**src/rtl/demux_1to4_20bit.sv**
```systemverilog
// demux_1to4_20bit: registered 1-to-4 demux for WIDTH-bit words with
// valid/ready on the input and on each of the four output channels.
//
// Ports:
//   Clk, Reset_n          clock, asynchronous active-low reset
//   In, InValid, InReady  input word handshake
//   Select                destination channel (ignored with DEMUX_RR_EN)
//   Dest                  channel that receives the next accepted word
//   Out0..3, Valid0..3    channel holding registers
//   Ready0..3             channel consumer accepts
//
// Optional feature macro: DEMUX_RR_EN
//   defined   -> a 2-bit round-robin pointer drives Dest, advancing
//                on every accept; Select is ignored.
//   undefined -> Dest follows Select combinationally.

module demux_1to4_20bit #(
   parameter int WIDTH = 20
) (
   input  logic             Clk,
   input  logic             Reset_n,
   input  logic [WIDTH-1:0] In,
   input  logic             InValid,
   output logic             InReady,
   input  logic [1:0]       Select,
   output logic [1:0]       Dest,
   output logic [WIDTH-1:0] Out0,
   output logic [WIDTH-1:0] Out1,
   output logic [WIDTH-1:0] Out2,
   output logic [WIDTH-1:0] Out3,
   output logic             Valid0,
   output logic             Valid1,
   output logic             Valid2,
   output logic             Valid3,
   input  logic             Ready0,
   input  logic             Ready1,
   input  logic             Ready2,
   input  logic             Ready3
);

   // Per-channel holding registers
   logic [WIDTH-1:0] out0_q, out0_d;
   logic [WIDTH-1:0] out1_q, out1_d;
   logic [WIDTH-1:0] out2_q, out2_d;
   logic [WIDTH-1:0] out3_q, out3_d;
   logic [3:0]       valid_q, valid_d;

   logic [3:0] ready_vec;
   logic [3:0] load;
   logic [3:0] consume;
   logic       accept;
   logic [1:0] dest;

`ifdef DEMUX_RR_EN
   logic [1:0] rr_q, rr_d;

   always_comb begin
      dest = rr_q;
   end

   // Pointer moves only on accept; a stalled channel holds it in place
   always_comb begin
      rr_d = rr_q;
      if (accept) begin
         rr_d = rr_q + 2'd1;
      end
   end

   always_ff @(posedge Clk or negedge Reset_n) begin
      if (!Reset_n) begin
         rr_q <= 2'd0;
      end else begin
         rr_q <= rr_d;
      end
   end
`else
   always_comb begin
      dest = Select;
   end
`endif

   assign ready_vec = {Ready3, Ready2, Ready1, Ready0};

   // A full destination may still take a word if it drains this cycle
   always_comb begin
      InReady = !valid_q[dest] || ready_vec[dest];
      accept  = InValid && InReady;
   end

   always_comb begin
      load    = 4'b0000;
      consume = valid_q & ready_vec;
      if (accept) begin
         load[dest] = 1'b1;
      end
   end

   // Load wins over consume so a same-cycle drain/fill keeps Valid high
   always_comb begin
      valid_d = valid_q;
      for (int n = 0; n < 4; n++) begin
         if (load[n]) begin
            valid_d[n] = 1'b1;
         end else if (consume[n]) begin
            valid_d[n] = 1'b0;
         end
      end
   end

   // Data is kept after consume; only a load overwrites it
   always_comb begin
      out0_d = out0_q;
      out1_d = out1_q;
      out2_d = out2_q;
      out3_d = out3_q;
      if (load[0]) begin
         out0_d = In;
      end
      if (load[1]) begin
         out1_d = In;
      end
      if (load[2]) begin
         out2_d = In;
      end
      if (load[3]) begin
         out3_d = In;
      end
   end

   always_ff @(posedge Clk or negedge Reset_n) begin
      if (!Reset_n) begin
         out0_q  <= '0;
         out1_q  <= '0;
         out2_q  <= '0;
         out3_q  <= '0;
         valid_q <= 4'b0000;
      end else begin
         out0_q  <= out0_d;
         out1_q  <= out1_d;
         out2_q  <= out2_d;
         out3_q  <= out3_d;
         valid_q <= valid_d;
      end
   end

   assign Dest   = dest;
   assign Out0   = out0_q;
   assign Out1   = out1_q;
   assign Out2   = out2_q;
   assign Out3   = out3_q;
   assign Valid0 = valid_q[0];
   assign Valid1 = valid_q[1];
   assign Valid2 = valid_q[2];
   assign Valid3 = valid_q[3];

endmodule
```
**config.mk**
```make
export PLATFORM = sky130hd
export DESIGN_NAME = demux_1to4_20bit
export DESIGN_NICKNAME = d
export VERILOG_FILES = /design/src/rtl/demux_1to4_20bit.sv
export SDC_FILE = /design/constraint.sdc
export NUM_CORES = 1
export LEC_CHECK = 0
export CAP_MARGIN = 20
export CORE_UTILIZATION = 50
export CTS_BUF_LIST = sky130_fd_sc_hd__clkbuf_4 sky130_fd_sc_hd__clkbuf_8
export DETAILED_ROUTE_END_ITERATION = 16
export PLACE_DENSITY = 0.87
export RECOVER_POWER = 100
export SLEW_MARGIN = 20
export SYNTH_ARGS = -nofsm -noshare
export SYNTH_HDL_FRONTEND = slang
export SYNTH_SLANG_ARGS = --single-unit
```
**constraint.sdc**
```tcl
create_clock -name Clk -period 3.2 [get_ports Clk]
set_input_delay 0.48 -clock Clk [delete_from_list [all_inputs] [get_ports Clk]]
set_output_delay 0.48 -clock Clk [all_outputs]
set_load 0.05 [all_outputs]
```
==> results.sh <==
export IMPL_critical_path_required_ns=2.72
export IMPL_violations="max-capacitance violations, max-slew violations"
export IMPL_nNetsFinal=340
export IMPL_syn_inst=191
export IMPL_finalSetupViolCount=0
export IMPL_slowest_stage="dlygate4sd3_1"
export IMPL_dieArea_mm2=0.00698
export IMPL_synth_cell_types=17
export IMPL_crit_chain="clkdlybuf4s50_1, nand2b_1, mux4_1, dlygate4sd3_1"
export IMPL_stdcell_area_mm2=0.00461
export IMPL_rsz0062_at_grt="false"
export IMPL_antenna_found_initial=0
export IMPL_critical_path_endpoint_type="output pin"
export IMPL_cp_start_kind="input port"
export IMPL_synth_cell_area_mm2=0.00332
export IMPL_total_power_w=0.00361
export IMPL_clock_sinks=84
export IMPL_final_hold_viol_count=0
export IMPL_cts_root_buf="clkbuf_8"
export IMPL_area_growth_pct=38.6
export IMPL_post_dp_hpwl_um=4780
export IMPL_cpPeakStageDelay_ns=0.78
export IMPL_coreArea_mm2=0.00639
export IMPL_grt_pass1_wl_um=11500
export IMPL_grt_max_degree=85
export IMPL_rows=29
export IMPL_clk_latency_ns=0.35
export IMPL_wl_um=7010
export IMPL_p_sw_w=0.00148
export IMPL_die_h_um=83.5
export IMPL_layout_commonest_cell="dlygate4sd3_1"
export IMPL_powerDensity_mw_per_mm2=785
export IMPL_ys_warn_count=0
export IMPL_outcome="finished with violations"
export IMPL_diodes=0
export IMPL_dieWidth_um=83.5
export IMPL_p_seq_frac=0.382
export IMPL_peakVddDrop_v=0.000499
export IMPL_grt_overflow=0
export IMPL_synth_top_family_by_area="multiplexers"
export IMPL_yosys_top_cells_area="dfrtp_1, mux2_2, mux2_4"
export IMPL_grtUsageTotal=0.216
export IMPL_cts_made_buffers=9
export IMPL_yosysTopAreaCell="dfrtp_1"
export IMPL_postCtsHoldBufs=0
export IMPL_maxSlewViolCount=85
export IMPL_arrival_ns=2.35
export IMPL_hold_class="reg2reg"
export IMPL_most_common_layout_cells="dlygate4sd3_1, dfrtp_1, mux2_2, clkdlybuf4s50_1, mux2_1"
export IMPL_io_pins=116
export IMPL_grt_pass1_vias=2139
export IMPL_clk_pin_slew_ns=0.08
export IMPL_synthSimpleGateAreaFrac=0.0328
export IMPL_first_iter_violations=41
export IMPL_cts_tree="yes"
export IMPL_synthAdderAreaFrac=0
export IMPL_via_count=2018
export IMPL_skew_ns=0.00717
export IMPL_fin_tns_setup_ns=0
export IMPL_first_pass_iters=4
export IMPL_io_buffers=115
export IMPL_gp_congestion=0.738
export IMPL_leakagePower_nw=2.00
export IMPL_sw_frac_of_total=0.409
export IMPL_pwr_share_comb=0.414
export IMPL_cts_resized=0
export IMPL_fin_crit_sh=0.885
export IMPL_synth_top_area_frac=0.633
export IMPL_synth_xor_area_share=0
export IMPL_critPathTopFamily="buffers and inverters"
export IMPL_drive_gt1_frac=0.275
export IMPL_reg2reg_slack_ns=0.74
export IMPL_max_clock_freq_mhz=353
export IMPL_muxShareOfSynthArea=0.302
export IMPL_power_internal_w=0.00214
export IMPL_cts_setup_buffers=0
export IMPL_hold_slack_ns=0.486
export IMPL_viasPerCell=5.13
export IMPL_final_core_util=0.721
export IMPL_cp_max_fo=3
export IMPL_tightestPinTransition_ns=2.01
export IMPL_antenna_left=0
export IMPL_route_detailed_drc=0
export IMPL_syn_num_nets=220
export IMPL_relSlewSlack=-0.340
export IMPL_clockBufferDepth=2
export IMPL_period_needed_ns=2.83
export IMPL_critPathKind="in2out"
export IMPL_postSynthRegisterBits=84
export IMPL_clkPwrFrac=0.204
export IMPL_routedWlPerCell_um=17.8
export IMPL_cap_violations=1
export IMPL_ys_seq_area_frac=0.633
export IMPL_dpl_instance_area_mm2=0.00450
export IMPL_synth_compound_area_frac=0.00151
export IMPL_timing_critical_path_buf_inv=2
export IMPL_syn_mean_instance_area_um2=17.4
export IMPL_htree_levels=3
export IMPL_initial_core_util=0.520
[metrics by stage]
step	setup WS (ns)	instances
global route	0.236	393
floorplan	1.19	191
global placement	0.478	377
detailed placement	0.402	377
finish	0.367	393
CTS	0.400	393
[logic make-up (layout without fill, tap and decap cells)]
family          count (synthesis)  count (layout)
compound gates                  1               1
buf+inv                        10             135
flops                          84              84
mux                            81              81
simple gates                   15              15
[worst paths after layout]
check,from,endpoint,cells past startpoint
max reg2reg,valid_q[2]$_DFFE_PN0P_,Out2[11]$_DFFE_PN0P_,4
min reg2reg,Out2[12]$_DFFE_PN0P_,Out2[12]$_DFFE_PN0P_,1
max,Ready1,InReady,4
min in group asynchronous,Reset_n,Out1[3]$_DFFE_PN0P_,1
max in group asynchronous,Reset_n,Out2[16]$_DFFE_PN0P_,1
min,Out2[12]$_DFFE_PN0P_,Out2[12]$_DFFE_PN0P_,1
[synth_stat cells]
cell and count:
dfrtp_1 84, mux2_2 59, mux2_4 20, buf_6 8, nand2_1 4, nand2b_1 4, buf_4 2, and3_4 1
mux2_1 1, mux4_1 1, nand2_2 1, nand3_1 1, nand3b_2 1, nor2b_2 1, nor2b_4 1, nor3b_2 1
o21ai_0 1
[area by class of cell]
type / instances / area [um2]
clock buffer: 11 / 139
clock inverter: 5 / 52.6
fill: 443 / 1780
multi-input combinational: 97 / 1040
sequential: 84 / 2100
tap: 77 / 96.3
timing repair buffer: 119 / 1170
[state kept, by name, indices dropped and copies added, names as in the netlist]
name and flops:
Out0 20, Out1 20, Out2 20, Out3 20, valid_q 4
[routing by layer]
metal	vias to the layer above	part of all wire	GRT usage
li1	914	-	-
met1	1007	0.43	0.288
met2	85	0.46	0.323
met3	12	0.091	0.0851
met4	0	0.016	0.0786
met5	-	0	0
[power groups by stage]
stage               Clock [W]  Sequential, W  Combinational, W
global route         0.000802        0.00141           0.00155
CTS                  0.000755        0.00140           0.00162
global placement            0        0.00141           0.00159
finish               0.000738        0.00138           0.00150
floorplan                   0        0.00218          0.000268
detailed placement          0        0.00141           0.00162
Power figures use the tool's default switching activity.
